===== src/rtl/fetch_unit.sv =====
// ---------------------------------------------------------------------------
// fetch_unit
//
// Instruction fetch stage sitting directly upstream of the register file.
// Holds the program counter, fetches instruction words from instruction
// memory over a simple req/ack handshake, and presents each fetched word
// together with its address and the architectural PC+8 value that the
// register file uses as its R15 input.
//
// Branch redirects and downstream stalls are resolved here, so decode never
// sees a stale or wrong-path instruction.
//
// Parameters
//   N         data / address width
//   RESET_PC  PC loaded on reset (must be word-aligned)
//
// Ports
//   clk            clock, all state updates on the rising edge
//   rst            asynchronous active-low reset
//   imem_req       fetch request, high only while waiting for memory
//   imem_addr      fetch address, always equal to the internal pc
//   imem_ack       memory returns imem_rdata for imem_addr this cycle
//   imem_rdata     fetched instruction word
//   stall          decode cannot accept the presented instruction
//   branch_en      redirect fetch this cycle (highest priority)
//   branch_target  redirect address, low two bits ignored
//   instr          presented instruction
//   instr_valid    instr / instr_pc / r15 are meaningful
//   instr_pc       address of the presented instruction
//   r15            instr_pc + 8, fed to the register file R15 input
//
// All outputs come straight from registers; there is no combinational path
// from any input to any output.
// ---------------------------------------------------------------------------
module fetch_unit #(
  parameter int unsigned     N        = 32,
  parameter logic [N-1:0]    RESET_PC = '0
) (
  input  logic         clk,
  input  logic         rst,
  output logic         imem_req,
  output logic [N-1:0] imem_addr,
  input  logic         imem_ack,
  input  logic [N-1:0] imem_rdata,
  input  logic         stall,
  input  logic         branch_en,
  input  logic [N-1:0] branch_target,
  output logic [N-1:0] instr,
  output logic         instr_valid,
  output logic [N-1:0] instr_pc,
  output logic [N-1:0] r15
);

  // Address increments. Plain N-bit addition gives the required modulo-2^N
  // wrap (0xFFFFFFFC + 4 = 0).
  localparam logic [N-1:0] PC_STEP   = N'(4);
  localparam logic [N-1:0] R15_OFS   = N'(8);
  localparam logic [N-1:0] ALIGN_MSK = ~N'(3);

  typedef enum logic [1:0] {
    ST_IDLE  = 2'd0,  // one cycle after reset, no request
    ST_WAIT  = 2'd1,  // request outstanding at pc
    ST_VALID = 2'd2   // instruction presented to decode
  } state_e;

  state_e       state_q, state_d;
  logic [N-1:0] pc_q, pc_d;
  logic [N-1:0] instr_q, instr_d;
  logic [N-1:0] instr_pc_q, instr_pc_d;
  logic [N-1:0] r15_q, r15_d;
  logic         instr_valid_q, instr_valid_d;

  // Redirect address with the byte-offset bits cleared.
  logic [N-1:0] branch_pc;
  assign branch_pc = branch_target & ALIGN_MSK;

  // -------------------------------------------------------------------------
  // Next-state logic
  // -------------------------------------------------------------------------
  always_comb begin
    state_d       = state_q;
    pc_d          = pc_q;
    instr_d       = instr_q;
    instr_pc_d    = instr_pc_q;
    r15_d         = r15_q;
    instr_valid_d = instr_valid_q;

    if (branch_en) begin
      // A redirect overrides everything: any word acknowledged this cycle
      // belongs to the wrong path and is dropped. instr/instr_pc/r15 keep
      // their old contents but are marked invalid.
      pc_d          = branch_pc;
      instr_valid_d = 1'b0;
      state_d       = ST_WAIT;
    end else begin
      unique case (state_q)
        ST_IDLE: begin
          state_d = ST_WAIT;
        end

        ST_WAIT: begin
          // stall has no effect here; nothing is presented yet.
          if (imem_ack) begin
            instr_d       = imem_rdata;
            instr_pc_d    = pc_q;
            r15_d         = pc_q + R15_OFS;
            instr_valid_d = 1'b1;
            pc_d          = pc_q + PC_STEP;
            state_d       = ST_VALID;
          end
        end

        ST_VALID: begin
          // Without a stall, decode consumes the instruction at this edge
          // and the next fetch starts immediately.
          if (!stall) begin
            instr_valid_d = 1'b0;
            state_d       = ST_WAIT;
          end
        end

        default: begin
          state_d       = ST_IDLE;
          instr_valid_d = 1'b0;
        end
      endcase
    end
  end

  // -------------------------------------------------------------------------
  // State registers
  // -------------------------------------------------------------------------
  always_ff @(posedge clk or negedge rst) begin
    if (!rst) begin
      state_q       <= ST_IDLE;
      pc_q          <= RESET_PC;
      instr_q       <= '0;
      instr_pc_q    <= RESET_PC;
      r15_q         <= RESET_PC + R15_OFS;
      instr_valid_q <= 1'b0;
    end else begin
      state_q       <= state_d;
      pc_q          <= pc_d;
      instr_q       <= instr_d;
      instr_pc_q    <= instr_pc_d;
      r15_q         <= r15_d;
      instr_valid_q <= instr_valid_d;
    end
  end

  // -------------------------------------------------------------------------
  // Outputs (registered state only)
  // -------------------------------------------------------------------------
  assign imem_req    = (state_q == ST_WAIT);
  assign imem_addr   = pc_q;
  assign instr       = instr_q;
  assign instr_valid = instr_valid_q;
  assign instr_pc    = instr_pc_q;
  assign r15         = r15_q;

endmodule


===== config.mk =====
export PLATFORM = sky130hd
export DESIGN_NAME = fetch_unit
export DESIGN_NICKNAME = d
export VERILOG_FILES = /design/src/rtl/fetch_unit.sv
export SDC_FILE = /design/constraint.sdc
export NUM_CORES = 1
export LEC_CHECK = 0
export ABC_AREA = 1
export CAP_MARGIN = 20
export CORE_UTILIZATION = 50
export CTS_CLUSTER_SIZE = 20
export DETAILED_ROUTE_END_ITERATION = 8
export GPL_TIMING_DRIVEN = 0
export HOLD_SLACK_MARGIN = 0.1
export PLACE_DENSITY_LB_ADDON = 0.08
export SLEW_MARGIN = 15
export SYNTH_ARGS = -nofsm -noshare
export SYNTH_HDL_FRONTEND = slang
export SYNTH_SLANG_ARGS = --single-unit

===== constraint.sdc =====
create_clock -name clk -period 2.99 [get_ports clk]
set_clock_uncertainty 0.15 [all_clocks]
set_input_delay 0.598 -clock clk [delete_from_list [all_inputs] [get_ports clk]]
set_output_delay 0.598 -clock clk [all_outputs]
set_load 0.02 [all_outputs]

==> summary.md, run 1 <==
| Metric | Value |
|---|---|
| Vias in the first global route | `6199` |
| Clock Tree Root | `clkbuf_16` |
| I/O Buffers | `189` |
| Via count | `6647` |
| Final Cycle Share | `0.8222` |
| WL final | `21070 um` |
| Filler cells | `985` |
| Clk pwr share | `0.320` |
| Die H | `115.0 um` |
| Final Critical Period | `2.458 ns` |
| Total GRT Usage | `0.3329` |
| Vias/cell | `5.404` |
| Xor and xnor area share after synthesis | `0.009598` |
| Slew HR | `0.5222` |
| Worst-path clk slew | `0.06 ns` |
| GP Congestion | `0.9117` |
| Crit path cell chain | `clkdlybuf4s50_1` |
| Post-CTS Setup Inserts | `0` |
| Layout cells sized above 1 | `0.09510` |
| Yosys reg bits | `124` |
| # hold bufs at CTS | `1` |
| Post-Synthesis Cell Area | `6387 um2` |
| 1st-iter DRT viols | `605` |
| Startpoint Class | `flop` |
| NumNets Final | `1120` |
| Detail Placement HPWL | `14970 um` |
| CTS Buffer Depth | `2` |
| WL/cell | `17.13 um` |
| Finish-stage setup viols | `0` |
| Simple-Gate Fraction of Synth Area | `0.3606` |
| Die X | `115.0 um` |
| Antenna-violating nets left | `0` |
| Die footprint | `13230 um2` |
| Status | `finished, final reports clean` |
| Post-cts resize count | `0` |
| Synth Area in Compound Gates | `0.07209` |
| Maximum vdd drop | `361.5 uV` |
| Worst-path fanout max | `7` |
| Final max-slew violation count | `0` |
| Worst path max stage delay | `0.69 ns` |
| Adder-cell share of the synthesized area | `0.003918` |
| Diode count | `0` |
| Area added between synthesis and finish | `43.49%` |
| Core area | `12210 um2` |
| Max Cap Viol | `0` |
| Clk sink count | `124` |
| Place WS | `0.4849 ns` |
| Crit path arrival time | `1.71 ns` |
| Final Hold Fails | `0` |
| DRC errors left | `0` |
| Finished Core Util | `0.7505` |
| Largest family of logic cells by synthesized area | `simple AND/OR/NAND/NOR gates` |
| Slowest-stage cell, CP | `clkdlybuf4s50_1` |
| HP Class | `flop to flop` |
| Multiplexer share of the synthesized area | `0` |
| Mapped Avg Cell Area | `7.659 um2` |
| Worst slew pin tran | `0.7167 ns` |
| Clk_lat worst skew | `0.42 ns` |
| Pwr dens | `741.0 nW/um2` |
| Largest net degree at the start of global routing | `70` |
| Total global routing overflow | `0` |
| Critical Path End Type | `output port` |
| Delay-heaviest family, CP | `buffers and inverters` |
| Psw | `0.002318 W` |
| Leak | `4.344 nW` |
| Htree depth | `4` |
| First-pass GRT wire length | `32750 um` |
| Reg power frac | `0.350` |
| Switching share of total power | `0.3414` |
| Design area | `9165 um2` |
| Mapped Cells | `834` |
| CP required | `2.24 ns` |
| Combinational share of power | `0.330` |
| WS Path Type | `flop to output port` |
| Ys async rst share | `1.000` |
| Synth unique cells | `37` |
| Ys Warns | `0` |
| Row count | `40` |
| P_int | `0.004473 W` |
| Max Clk Rate | `406.8 MHz` |
| Drt first pass iters | `7` |
| IO Count | `199` |
| Worst path buffer plus inverter count | `1` |
| Post-synth EDFFs | `0` |
| CTS tree | `done` |
| Post-DP Area | `8537 um2` |
| Setup WS post-layout | `0.5317 ns` |
| Post-synthesis sequential area ratio | `0.4860` |
| Initial antenna violation count | `0` |
| Top FF cell, synth | `dfrtp_1` |
| Initial core utilization | `0.5231` |
| RSZ-0062 raised after global routing | `false` |
| Number of buffers created by CTS | `17` |
cell families (layout without fill, tap and decap cells):
logic type	Yosys count	in the layout
simple gates	524	524
flops	124	124
buf+inv	96	319
compound gates	80	80
xor+xnor	7	7
fa+ha+maj	2	2
other cells	1	6
power groups by stage:
stage               Sequential (W)  Combinational [W]  Clock [W]
floorplan                  0.00280           0.000653          0
global placement           0.00238            0.00219          0
detailed placement         0.00238            0.00222          0
CTS                        0.00237            0.00224    0.00217
global route               0.00242            0.00240    0.00226
finish                     0.00238            0.00224    0.00217
flip-flops by register name, indices dropped and copies added (netlist names):
signal       flops
instr_pc        30
instr_valid      1
imem_addr       30
r15             29
state_q          2
instr           32
cell usage after synthesis (6+ instances only):
cell type,n,area share
nand2_1,320,0.19
dfrtp_1,123,0.48
nor2_1,87,0.051
nand3_1,69,0.054
inv_1,52,0.031
o21ai_0,40,0.031
buf_2,19,0.015
a21oi_1,14,0.011
o211ai_1,11,0.013
buf_4,10,0.012
nand4_1,9,0.0088
nor2_4,9,0.016
clkbuf_1,8,0.0047
nor2_2,7,0.0069
nand2_4,6,0.011
nor3_1,6,0.0047
xor2_1,6,0.0082
placed cells by master (no fill, tap or decap), drive strengths merged, types with 2 or more instances in the layout:
master	count
nand2	329
clkdlybuf4s50	188
dfrtp	123
nor2	107
nand3	71
inv	57
o21ai	43
buf	33
clkbuf	29
a21oi	14
o211ai	11
nand4	9
xor2	6
nor3	6
conb	6
clkinv	5
bufinv	4
o21a	3
a31oi	3
o22ai	3
ha	2
clkinvlp	2
cell type report:
class,count,area (um2),area share
buffer,39,215.2,0.02348
inverter,57,214.0,0.02334
timing repair buffer,191,1931,0.2106
clock inverter,11,167.7,0.01829
clock buffer,21,450.4,0.04915
multi-input combinational,619,2873,0.3134
sequential,124,3104,0.3387
tap,168,210.2,0.02294
routing by layer:
metal | track usage | up-vias | routed length, um
met3 | 0.08382 | 67 | 2249
li1 | - | 3085 | -
met5 | 0 | - | 0
met4 | 0.1671 | 0 | 759
met1 | 0.4333 | 3082 | 8224
met2 | 0.5189 | 413 | 9834
final timing paths:
path,cells after the start,slack (ns),endpoint,startpoint
hold reg to reg,2,0.33,instr[17],instr[17]
setup / recovery,1,0.53,imem_addr[5],imem_addr[5]
setup reg to reg,10,0.69,imem_addr[30],imem_addr[3]
min in group asynchronous,2,0.55,instr_pc[7],rst
max in group asynchronous,3,1.41,r15[30],rst
hold / removal,2,0.33,instr[17],instr[17]
metrics by stage:
| step | hold slack [ns] | cells | total power (W) | setup TNS (ns) |
|---|---|---|---|---|
| CTS | 0.3300 | 1230 | 0.006781 | 0 |
| detailed placement | 0.3143 | 1197 | 0.004608 | 0 |
| floorplan | 0.1524 | 839 | 0.003451 | 0 |
| global route | 0.3374 | 1230 | 0.007085 | 0 |
| finish | 0.3252 | 1230 | 0.006791 | 0 |
| global placement | 0.3110 | 1196 | 0.004567 | -462.34 |
Note: power is estimated with default switching activity, not from simulation.
==> run 2: changes to the inputs <==
--- a/config.mk
+++ b/config.mk
@@ -7,7 +7,7 @@
 export LEC_CHECK = 0
 export ABC_AREA = 1
 export CAP_MARGIN = 20
-export CORE_UTILIZATION = 50
+export CORE_UTILIZATION = 47
 export CTS_CLUSTER_SIZE = 20
 export DETAILED_ROUTE_END_ITERATION = 8
 export GPL_TIMING_DRIVEN = 0
==> constraint.sdc (replaced) <==
create_clock -name clk -period 2.5 [get_ports clk]
set_clock_uncertainty 0.15 [all_clocks]
set_input_delay 0.5 -clock clk [delete_from_list [all_inputs] [get_ports clk]]
set_output_delay 0.5 -clock clk [all_outputs]
set_load 0.02 [all_outputs]
==> summary.md, run 2 (same netlist as run 1, synthesis figures left out) <==
| Metric | Value |
|---|---|
| 1st-iter DRT viols | `566` |
| Layout cells sized above 1 | `0.09425` |
| Antenna-violating nets left | `0` |
| Detail Placement HPWL | `14710 um` |
| Row count | `42` |
| Worst path buffer plus inverter count | `1` |
| Post-DP Area | `8547 um2` |
| Crit path arrival time | `1.71 ns` |
| Vias/cell | `5.215` |
| Crit path cell chain | `clkdlybuf4s50_1` |
| Via count | `6451` |
| Hold Path Sink | `imem_addr[18]` |
| Routed met2 length | `9452 um` |
| Total global routing overflow | `0` |
| Post-cts resize count | `0` |
| Worst slew pin tran | `0.6834 ns` |
| Worst-path fanout max | `7` |
| Commonest non-fill, non-tap cells in the layout | `nand2_1, clkdlybuf4s50_1, dfrtp_1, nor2_1, nand3_1` |
| WL/cell | `16.62 um` |
| Design area | `9184 um2` |
| Start of the worst register-to-register path | `imem_addr[3]` |
| Top Layer Used | `met4` |
| First-pass GRT wire length | `32460 um` |
| Die footprint | `14060 um2` |
| Pwr dens | `886.3 nW/um2` |
| Met3 routed WL | `2068 um` |
| Clk sink count | `124` |
| Finish-stage setup viols | `0` |
| DRC errors left | `0` |
| Place WS | `0.1054 ns` |
| HP Class | `primary input to flop` |
| Crit path from | `imem_addr[5]` |
| Startpoint Class | `flop` |
| Drt first pass iters | `5` |
| Clock Tree Root | `clkbuf_16` |
| Leak | `4.357 nW` |
| Final max-slew violation count | `0` |
| RSZ-0062 raised after global routing | `false` |
| Max Clk Rate | `423.6 MHz` |
| Core area | `13240 um2` |
| Max FFs per register | `32` |
| Slowest-stage cell, CP | `clkdlybuf4s50_1` |
| Die X | `118.6 um` |
| Hold path depth | `3` |
| Worst reg-to-reg setup slack | `0.29 ns` |
| R2R depth | `10` |
| Diode count | `0` |
| Die H | `118.6 um` |
| GP Congestion | `0.9229` |
| Area added between synthesis and finish | `43.78%` |
| Delay-heaviest family, CP | `buffers and inverters` |
| Wl on met1 | `8552 um` |
| Final Hold Fails | `0` |
| Slew HR | `0.5444` |
| Hold_ws | `0.3142 ns` |
| R2R Path End | `imem_addr[30]` |
| CP required | `1.85 ns` |
| Critical Path End Type | `output port` |
| Initial antenna violation count | `0` |
| IO Count | `199` |
| Critical Path Stages | `1` |
| CTS tree | `done` |
| Maximum vdd drop | `445.6 uV` |
| Status | `finished, final reports clean` |
| Commonest non-fill, non-tap cell in the layout | `nand2_1` |
| Worst path max stage delay | `0.69 ns` |
| NumNets Final | `1120` |
| Htree depth | `4` |
| Worst-path clk slew | `0.05 ns` |
| Max Cap Viol | `0` |
| I/O Buffers | `189` |
| Initial core utilization | `0.4823` |
| Number of buffers created by CTS | `17` |
| CTS Buffer Depth | `2` |
| Total GRT Usage | `0.3044` |
| Clk_lat worst skew | `0.42 ns` |
| WL final | `20560 um` |
| Hold wc startpoint | `branch_en` |
| Final Cycle Share | `0.9443` |
| Vias in the first global route | `6112` |
| Largest net degree at the start of global routing | `64` |
| Finished Core Util | `0.6935` |
| WS Path Type | `flop to output port` |
| Setup WS post-layout | `0.1392 ns` |
| Final Critical Period | `2.361 ns` |
## run 2: stage by stage
stage          setup TNS, ns  cells  power [W]
2_1_floorplan              0    839   0.004128
3_3_place_gp         -519.39   1204   0.005469
3_5_place_dp               0   1205   0.005501
4_1_cts                    0   1237   0.008152
5_1_grt                    0   1237   0.008496
6_report                   0   1237   0.008139
## run 2: per-layer routing
layer	vias up	GRT usage
li1	3070	-
met1	2993	0.4046
met2	347	0.4803
met3	41	0.07239
met4	0	0.1179
met5	-	0
## run 2: worst max path at each step
stage | to | slack [ns]
after floorplan | imem_addr[21] | 0.64
after global placement | instr[22] | -4.21
after detailed placement | r15[12] | 0.11
after CTS | imem_addr[5] | 0.14
after global routing | imem_addr[5] | 0.1
final | imem_addr[5] | 0.14
## run 2: what timing repair did
action | in CTS | in global routing
hold endpoints to repair | 60 | 0
setup buffers | 0 | 0
hold buffers | 1 | 0
endpoints found under the setup margin | 0 | 0
## run 2: worst register-to-register path: stages, from the launching register on
cell and delay (ns):
dfrtp_1 0.55, ha_1 0.37, inv_1 0.13, nor2_4 0.16
nand2_1 0.13, nor2_2 0.24, nand2_1 0.10, nand2_1 0.06
nand3_1 0.08, nand2_1 0.09, nand2_1 0.05
## run 2: area by class of cell
| type | count | area, um2 |
|---|---|---|
| Clock inverter | 7 | 135.1 |
| Timing Repair Buffer | 191 | 1931 |
| Buffer | 39 | 215.2 |
| Multi-Input combinational cell | 619 | 2873 |
| Fill cell | 1118 | 4059 |
| Sequential cell | 124 | 3104 |
| Inverter | 57 | 214.0 |
| Tap cell | 176 | 220.2 |
| Clock buffer | 24 | 491.7 |
## run 2: power breakdown
group / switching [W] / internal (W)
registers: 0.000378 / 0.00246
clock network: 0.000878 / 0.00176
logic: 0.00146 / 0.00120
total: 0.00272 / 0.00542
==> run 3: changes to the inputs <==
==> constraint.sdc (replaced) <==
create_clock -name clk -period 2.7 [get_ports clk]
set_clock_uncertainty 0.15 [all_clocks]
set_input_delay 0.54 -clock clk [delete_from_list [all_inputs] [get_ports clk]]
set_output_delay 0.54 -clock clk [all_outputs]
set_load 0.02 [all_outputs]
==> results of run 3 <==
The final DEF is identical to that of run 2. Status: finished, final reports clean.
Main changes from that run: setup slack after placement 0.1054 ns -> 0.2654 ns; setup slack after layout 0.1392 ns -> 0.2992 ns; hold slack 0.3142 ns -> 0.3261 ns; register-to-register setup slack 0.29 ns -> 0.49 ns; end point of the worst hold path imem_addr[18] -> instr[22]; total power 0.008139 W -> 0.007536 W; worst IR drop on VDD 445.6 uV -> 412.6 uV
